===== config.mk =====
export PLATFORM = sky130hd
export DESIGN_NAME = move_scheduler
export DESIGN_NICKNAME = d
export VERILOG_FILES = /design/src/rtl/move_scheduler.sv
export SDC_FILE = /design/constraint.sdc
export NUM_CORES = 1
export LEC_CHECK = 0
export ABC_AREA = 1
export CAP_MARGIN = 20
export CORE_MARGIN = 2
export CORE_UTILIZATION = 60
export CTS_CLUSTER_DIAMETER = 120
export DETAILED_ROUTE_END_ITERATION = 16
export GPL_TIMING_DRIVEN = 1
export MAX_ROUTING_LAYER = met4
export PLACE_DENSITY = 0.95
export SETUP_SLACK_MARGIN = 0.4
export SLEW_MARGIN = 10
export SYNTH_ARGS = -nofsm -noshare
export SYNTH_HDL_FRONTEND = slang
export SYNTH_SLANG_ARGS = --single-unit
export TNS_END_PERCENT = 5

===== constraint.sdc =====
create_clock -name Clk -period 4.27 [get_ports Clk]
set_clock_uncertainty 0.2 [all_clocks]
set_input_delay 0.854 -clock Clk [delete_from_list [all_inputs] [get_ports Clk]]
set_output_delay 0.854 -clock Clk [all_outputs]
set_load 0.03 [all_outputs]

===== src/rtl/move_scheduler.sv =====
// move_scheduler: arbitrates frame-driven gravity and keyboard moves into a
// single req/ack stream of board operations (shift, rotate, drop, lock,
// line-clear, spawn) and tracks game-over and the spawn count.
module move_scheduler #(
    parameter int FRAMES_PER_DROP      = 14,
    parameter int FAST_FRAMES_PER_DROP = 2,
    parameter int REPEAT_DELAY         = 10,
    parameter int REPEAT_FRAMES        = 4
) (
    input  logic        Clk,
    input  logic        Reset_n,
    input  logic        frame_clk,
    input  logic [7:0]  keycode,
    input  logic        game_en,
    output logic        move_req,
    output logic [2:0]  move_op,
    input  logic        move_ack,
    input  logic        move_blocked,
    output logic        game_over,
    output logic [15:0] pieces_spawned
);

    typedef enum logic [2:0] {
        S_START,
        S_IDLE,
        S_MOVE,
        S_LOCK,
        S_CLEAR,
        S_SPAWN,
        S_OVER
    } state_t;

    localparam logic [2:0] OP_NONE   = 3'd0;
    localparam logic [2:0] OP_LEFT   = 3'd1;
    localparam logic [2:0] OP_RIGHT  = 3'd2;
    localparam logic [2:0] OP_ROTATE = 3'd3;
    localparam logic [2:0] OP_DOWN   = 3'd4;
    localparam logic [2:0] OP_LOCK   = 3'd5;
    localparam logic [2:0] OP_CLEAR  = 3'd6;
    localparam logic [2:0] OP_SPAWN  = 3'd7;

    localparam logic [7:0] KEY_LEFT   = 8'h04;
    localparam logic [7:0] KEY_RIGHT  = 8'h07;
    localparam logic [7:0] KEY_ROTATE = 8'h1A;
    localparam logic [7:0] KEY_SOFT   = 8'h16;

    localparam logic [7:0] GRAV_LAST  = 8'(FRAMES_PER_DROP - 1);
    localparam logic [7:0] FAST_LAST  = 8'(FAST_FRAMES_PER_DROP - 1);
    localparam logic [7:0] REP_LAST   = 8'(REPEAT_DELAY - 1);
    // After the first repeat the hold counter is rewound so that it reaches
    // REP_LAST again every REPEAT_FRAMES ticks (requires REPEAT_FRAMES <= REPEAT_DELAY).
    localparam logic [7:0] REP_RELOAD = 8'(REPEAT_DELAY - REPEAT_FRAMES);

    state_t     state;
    logic [1:0] rst_pipe;
    logic       rst_n;
    logic       fc_meta, fc_sync, fc_prev;
    logic       frame_tick;
    logic [7:0] prev_key;
    logic [7:0] grav_cnt;
    logic [7:0] hold_cnt;
    logic       grav_pend;
    logic       in_pend;
    logic [2:0] in_op;

    logic       key_change, key_press, is_shift, run;
    logic [2:0] key_op;
    logic [7:0] grav_last;
    logic       grav_fire, rep_fire, issue_in, issue_grav, spawn_ok;

    // Reset: asserts immediately, releases synchronously to Clk
    always_ff @(posedge Clk or negedge Reset_n) begin
        if (!Reset_n) rst_pipe <= '0;
        else          rst_pipe <= {rst_pipe[0], 1'b1};
    end

    assign rst_n = rst_pipe[1];

    // Bring frame_clk into the Clk domain and keep the previous keycode
    always_ff @(posedge Clk or negedge rst_n) begin
        if (!rst_n) begin
            fc_meta  <= 1'b0;
            fc_sync  <= 1'b0;
            fc_prev  <= 1'b0;
            prev_key <= '0;
        end else begin
            fc_meta  <= frame_clk;
            fc_sync  <= fc_meta;
            fc_prev  <= fc_sync;
            prev_key <= keycode;
        end
    end

    assign frame_tick = fc_sync & ~fc_prev;

    // Event decode: key presses, repeat/drop firing, issue decisions
    always_comb begin
        key_op = OP_NONE;
        case (keycode)
            KEY_LEFT:   key_op = OP_LEFT;
            KEY_RIGHT:  key_op = OP_RIGHT;
            KEY_ROTATE: key_op = OP_ROTATE;
            default:    key_op = OP_NONE;
        endcase
        key_change = (keycode != prev_key);
        key_press  = key_change && (key_op != OP_NONE);
        is_shift   = (key_op == OP_LEFT) || (key_op == OP_RIGHT);
        run        = game_en && (state != S_START) && (state != S_OVER);
        grav_last  = (keycode == KEY_SOFT) ? FAST_LAST : GRAV_LAST;
        grav_fire  = run && frame_tick && (grav_cnt >= grav_last);
        rep_fire   = run && frame_tick && is_shift && !key_change && (hold_cnt == REP_LAST);
        issue_in   = (state == S_IDLE) && game_en && in_pend;
        issue_grav = (state == S_IDLE) && game_en && !in_pend && grav_pend;
        spawn_ok   = (state == S_SPAWN) && move_ack && !move_blocked;
    end

    // Gravity counter and pending drop; a fresh piece restarts the count
    always_ff @(posedge Clk or negedge rst_n) begin
        if (!rst_n) begin
            grav_cnt  <= '0;
            grav_pend <= 1'b0;
        end else if (spawn_ok) begin
            grav_cnt  <= '0;
            grav_pend <= 1'b0;
        end else begin
            if (run && frame_tick)
                grav_cnt <= grav_fire ? '0 : grav_cnt + 8'd1;
            if (grav_fire)
                grav_pend <= 1'b1;
            else if (issue_grav)
                grav_pend <= 1'b0;
        end
    end

    // Left/right hold counter for auto-repeat, restarted on any key change
    always_ff @(posedge Clk or negedge rst_n) begin
        if (!rst_n)
            hold_cnt <= '0;
        else if (key_change)
            hold_cnt <= '0;
        else if (run && frame_tick && is_shift)
            hold_cnt <= rep_fire ? REP_RELOAD : hold_cnt + 8'd1;
    end

    // Pending input move; a newer press or repeat overwrites the older op
    always_ff @(posedge Clk or negedge rst_n) begin
        if (!rst_n) begin
            in_pend <= 1'b0;
            in_op   <= OP_NONE;
        end else if (run && (key_press || rep_fire)) begin
            in_pend <= 1'b1;
            in_op   <= key_op;
        end else if (issue_in) begin
            in_pend <= 1'b0;
        end
    end

    // Operation sequencer with registered request, op, game-over and spawn count
    always_ff @(posedge Clk or negedge rst_n) begin
        if (!rst_n) begin
            state          <= S_START;
            move_req       <= 1'b0;
            move_op        <= OP_NONE;
            game_over      <= 1'b0;
            pieces_spawned <= '0;
        end else begin
            case (state)
                S_START: begin
                    if (game_en) begin
                        state    <= S_SPAWN;
                        move_req <= 1'b1;
                        move_op  <= OP_SPAWN;
                    end
                end
                S_IDLE: begin
                    if (issue_in) begin
                        state    <= S_MOVE;
                        move_req <= 1'b1;
                        move_op  <= in_op;
                    end else if (issue_grav) begin
                        state    <= S_MOVE;
                        move_req <= 1'b1;
                        move_op  <= OP_DOWN;
                    end
                end
                S_MOVE: begin
                    if (move_ack) begin
                        if ((move_op == OP_DOWN) && move_blocked) begin
                            state   <= S_LOCK;
                            move_op <= OP_LOCK;
                        end else begin
                            state    <= S_IDLE;
                            move_req <= 1'b0;
                            move_op  <= OP_NONE;
                        end
                    end
                end
                S_LOCK: begin
                    if (move_ack) begin
                        state   <= S_CLEAR;
                        move_op <= OP_CLEAR;
                    end
                end
                S_CLEAR: begin
                    if (move_ack) begin
                        state   <= S_SPAWN;
                        move_op <= OP_SPAWN;
                    end
                end
                S_SPAWN: begin
                    if (move_ack) begin
                        move_req <= 1'b0;
                        move_op  <= OP_NONE;
                        if (move_blocked) begin
                            state     <= S_OVER;
                            game_over <= 1'b1;
                        end else begin
                            state          <= S_IDLE;
                            pieces_spawned <= pieces_spawned + 16'd1;
                        end
                    end
                end
                S_OVER: begin
                    move_req <= 1'b0;
                    move_op  <= OP_NONE;
                end
                default: begin
                    state    <= S_START;
                    move_req <= 1'b0;
                    move_op  <= OP_NONE;
                end
            endcase
        end
    end

endmodule


# Word level (Yosys, flattened, before mapping)
# Index checks and enable logic that the tools add are counted.
# totals
reg_bits,58
latchBits,0
mem_bits_rw,0
romBits,0
inputBits,14
output_inout_bits,21
word_cells,120
mem_count,0
# classes
addsub,3
multipliers,0
n_div,0
order_cmp,1
eq_ne,23
shift,0
muxes,39
bitwise_logic,5
n_reduce_logical,34
# op_table
operator,count
$mux 3,16
$mux 8,6
$pmux 3 s7,1
$pmux 3 s6,1
$add 16x1->16 const B,1
$add 8x1->8 const B,2
$eq 8x3->1 const B,2
$eq 8x5->1 const B,2
$logic_and 1x1->1,16
$eq 3x3->1 const B,4
$ne 2x2->1 const B,6
$reduce_and 6->1,2
$mux 1,11
$eq 3x2->1 const B,3
$reduce_bool 3->1,3
$eq 8x4->1 const B,1
$ge 8x4->1,1
$ne 8x8->1,1
$reduce_and 7->1,1
$eq 3x1->1 const B,2
$ne 3x3->1 const B,2
$pmux 2 s3,1
$reduce_and 3->1,2
$reduce_bool 2->1,3
other kinds (9),15

# Depth between registers and ports, before layout
# logic_depth
word_depth,10
ltp_mapped,15
mapped_depth_nobuf,15

# Worst setup path before layout
# Ideal clock, no wire load.
# synth_path
path_type,input to register
start,input keycode[5]
end,register in_op[0]
setup_time_ns,0.116
arrival_ns,2.100
required_time_ns,3.954
setup_slack_ns,1.854
cell_stages,12
path_buffers,0
cell_sequence,nor4_1 -> nand4_1 -> nand2_1 -> inv_1 -> ha_1 -> inv_1 -> nor2_2 -> nand3_1 -> nand2_1 -> nand2_1 -> nand2_1 -> nand2_1
# synth_between
elab_chain_len,9
elab_cells_between_ends,16
cone_classes,eq/ne: 6; mux: 1; reduce/logical: 9
# synth_rtl
item,line_no,rtl
"start, declared",13,"input logic [7:0] keycode,"
$eq 8x5->1 / $eq 8x3->1 (equally long branches),99,case (keycode)
$pmux 2 s3,99,
$eq 3x1->1 / $eq 3x2->1 (equally long branches),107,is_shift = (key_op == OP_LEFT) || (key_op == OP_RIGHT);
$logic_or 1x1->1,107,
$logic_and 1x1->1 (3 in a row),111,rep_fire = run && frame_tick && is_shift && !key_change && (hold_cnt == REP_LAST);
$logic_or 1x1->1,150,end else if (run && (key_press || rep_fire)) begin
$logic_and 1x1->1,150,
"end signal, assigned",152,in_op <= key_op;
"end, declared",64,logic [2:0] in_op;
# Parallel ways exist; a longest one is shown, timed or not.
# A chain may end at the register's enable or synchronous reset.

# Worst setup path in the final report
# layout_path
start,input keycode[1]
end,register grav_cnt[3]
# layout_between
elab_chain_len,7
# layout_rtl
item,line_no,rtl
$eq 8x5->1,109,grav_last = (keycode == KEY_SOFT) ? FAST_LAST : GRAV_LAST;
$mux 4,109,
$ge 8x4->1,110,grav_fire = run && frame_tick && (grav_cnt >= grav_last);
$logic_and 1x1->1,110,
$mux 8,127,grav_cnt <= grav_fire ? '0 : grav_cnt + 8'd1;
$mux 8,126,if (run && frame_tick)
$mux 8,122,end else if (spawn_ok) begin
"end signal, assigned",127,
"end, declared",60,logic [7:0] grav_cnt;
# Every way passes these cells. The select of a mux whose other input is x is not followed.

==> results.json <==
{
  "status": "complete, no violations",
  "fmax_mhz": 331,
  "netlist_top_cells_area": "dfrtp_1, nand2_1, inv_1",
  "p_switching_uw": 634,
  "cts_hold_buffers": 0,
  "syn_area_per_cell_sq_um": 8.43,
  "grt_max_degree": 56,
  "period_minus_slack_ns": 3.02,
  "dr.first_iter.drc_count": 131,
  "post_cts_buffers": 0,
  "wl_mm": 6.13,
  "ir_drop_v": 0.000422,
  "switching_share_pct": 37.2,
  "die_area_sq_um": 5540,
  "fp-row-count": 25,
  "synth_cells": 353,
  "vias_per_cell": 5.32,
  "p_comb_share_pct": 33.1,
  "synthArstFlopShare_pct": 100,
  "worst-endpoint-required_ns": 4.33,
  "num_antenna_cells": 0,
  "tightest_slew_ns": 0.667,
  "detailed_place_hpwl_mm": 4.26,
  "crit_arrival_ns": 3.08,
  "io_buffers": 34,
  "critical_path_class": "in -> reg",
  "place.gp.congestion": 0.910,
  "track_usage_pct": 26.9,
  "cap_violations": 0,
  "grt_first_pass_wirelength_mm": 10.7,
  "internal-power_uw": 1070,
  "p_seq_share_pct": 41.9,
  "synthFlopType": "dfrtp_1",
  "cts_buffers": 9,
  "clockRootBuffer": "clkbuf_8",
  "core_sq_um": 4750,
  "yosysUniqueCellTypes": 34,
  "clock_latency_ns": 0.34,
  "holdWs_ns": 0.146,
  "initial_core_util_pct": 62.6,
  "setup_viol": 0,
  "die_x_microns": 74.4,
  "post-route-period-util_pct": 70.8,
  "p_per_area_nw_per_um2": 477,
  "netlist_area_sq_um": 2980,
  "drive_above_1_share_pct": 9.48,
  "rsz0062_at_grt": "no",
  "antenna_found_initial": 0,
  "synth_top_cell_by_area": "dfrtp_1",
  "synth_nets": 376,
  "synth-seq-cells": 57,
  "cts_tree": "built",
  "p_clk_share_pct": 25.0,
  "netlist.area_leader.share_pct": 47.9,
  "vias": 2488,
  "grt_overflow_total": 0,
  "io_pins": 35,
  "remaining_drc_errors": 0,
  "worst_setup_path_end_kind": "flip-flop",
  "drtPass1Iterations": 4,
  "detail-route-antenna-nets": 0,
  "syn_to_final_growth_pct": 19.9,
  "cp_max_fo": 4,
  "ctsHtreeMaxLevel": 3,
  "ys_warn_count": 0,
  "crit_path_start_kind": "primary input",
  "grt_pass1_vias": 2431,
  "p_leak_uw": 0.00182,
  "finalHoldViolCount": 0,
  "fin_tns_setup_ns": 0,
  "cts_resized": 0,
  "slew_headroom_pct": 55.5,
  "cts.reportedPaths.clkPinSlew_ns": 0.06,
  "clock_sinks": 57,
  "finalMaxSlewViolations": 0,
  "hp-class": "reg -> reg",
  "clock_path_buffers": 2,
  "ys_seq_area_share_pct": 47.9,
  "die_y_microns": 74.4,
  "r2r_slack_ns": 2.33,
  "wl_per_cell_microns": 13.1,
  "synth-edff-count": 0,
  "final_nets": 422
}
## critical path, stage by stage
cell	delay (ns)
clkdlybuf4s50_1	0.53
inv_1	0.10
nor2_1	0.15
nand3_1	0.09
nor3_1	0.25
ha_1	0.30
o21ai_0	0.11
nand2_1	0.09
nand2_1	0.07
nand3_1	0.06
nand2_1	0.16
nand2_1	0.13
nor3b_1	0.19
## synth_stat cells (3+ instances only)
cell / number
inv_1: 55
nor3_1: 7
nor2_4: 5
o21ai_0: 23
xor2_1: 12
nor2_2: 3
nand3_1: 18
nor2_1: 37
a21oi_1: 7
nand2_2: 4
dfrtp_1: 57
xnor2_1: 3
o21ai_1: 7
ha_1: 9
nand2_1: 79
nand4_1: 7
## state kept, by name, summed over array words and instances, names as in the netlist
signal          cells
pieces_spawned     16
grav_cnt            8
hold_cnt            8
prev_key            8
move_op             3
state               3
in_op               2
rst_pipe            2
fc_meta             1
fc_prev             1
fc_sync             1
game_over           1
grav_pend           1
in_pend             1
move_req            1
## placed cells by master, fill, tap and decap left out, drive strengths merged, types with 9 or more instances in the layout
master	n
nand2	84
dfrtp	57
inv	56
nor2	46
clkdlybuf4s50	34
o21ai	31
nand3	21
xor2	12
clkbuf	12
ha	9
## through the flow
step | setup slack [ns] | power, uW | instance area (sq um) | instances | utilization (%)
after floorplan | 1.85 | 1100 | 2980 | 353 | -
after global placement | 1.06 | 1260 | 3410 | 455 | 71.7
after detailed placement | 0.968 | 1280 | 3410 | 455 | 71.7
after CTS | 1.28 | 1720 | 3570 | 468 | 75.1
after global routing | 1.04 | 1830 | 3570 | 468 | 75.1
final | 1.25 | 1700 | 3570 | 468 | 75.1
## final timing paths
| check | cells past startpoint | endpoint | start |
|---|---|---|---|
| worst min-delay path | 0 | rst_pipe[1] | rst_pipe[0] |
| min in group asynchronous | 1 | grav_cnt[5] | rst_pipe[1] |
| worst max register to register | 10 | grav_cnt[3] | grav_cnt[0] |
| worst min register to register | 0 | rst_pipe[1] | rst_pipe[0] |
| worst max-delay path | 13 | grav_cnt[3] | keycode[1] |
| max in group asynchronous | 1 | hold_cnt[4] | rst_pipe[1] |
## layer usage
metal / up-vias / global-route usage, % / routed length (microns)
met4: 0 / 14.7 / 223
met5: - / - / 0
li1: 1207 / - / -
met3: 24 / 6.50 / 323
met1: 1175 / 30.9 / 2510
met2: 82 / 43.5 / 3070
## logic make-up (layout without fill, tap and decap cells)
group | after synthesis | count (layout) | synth area share, %
AOI/OAI and AO/OA | 41 | 41 | 7.23
xor gates and xnor gates | 16 | 16 | 4.96
adders and majority gates | 9 | 9 | 3.78
buffers and inverters | 56 | 104 | 7.06
DFF | 57 | 57 | 47.9
other | 1 | 1 | 0.126
and+or+nand+nor | 173 | 173 | 28.9
## layout make-up
cell class / count / area [sq um]
repair buffers: 35 / 348
well taps: 67 / 83.8
multi-input cells: 240 / 1340
fillers: 361 / 1190
inverters: 56 / 210
clock buffers: 12 / 155
clock inverters: 1 / 5.00
flip-flops and latches: 57 / 1430
## power groups by stage
stage	registers, uW	logic [uW]	clock network, uW
after floorplan	786	312	0
after global placement	714	541	0
after detailed placement	719	560	0
after CTS	713	568	434
after global routing	726	643	456
final	713	564	426
(Power assumes the default switching activity.)
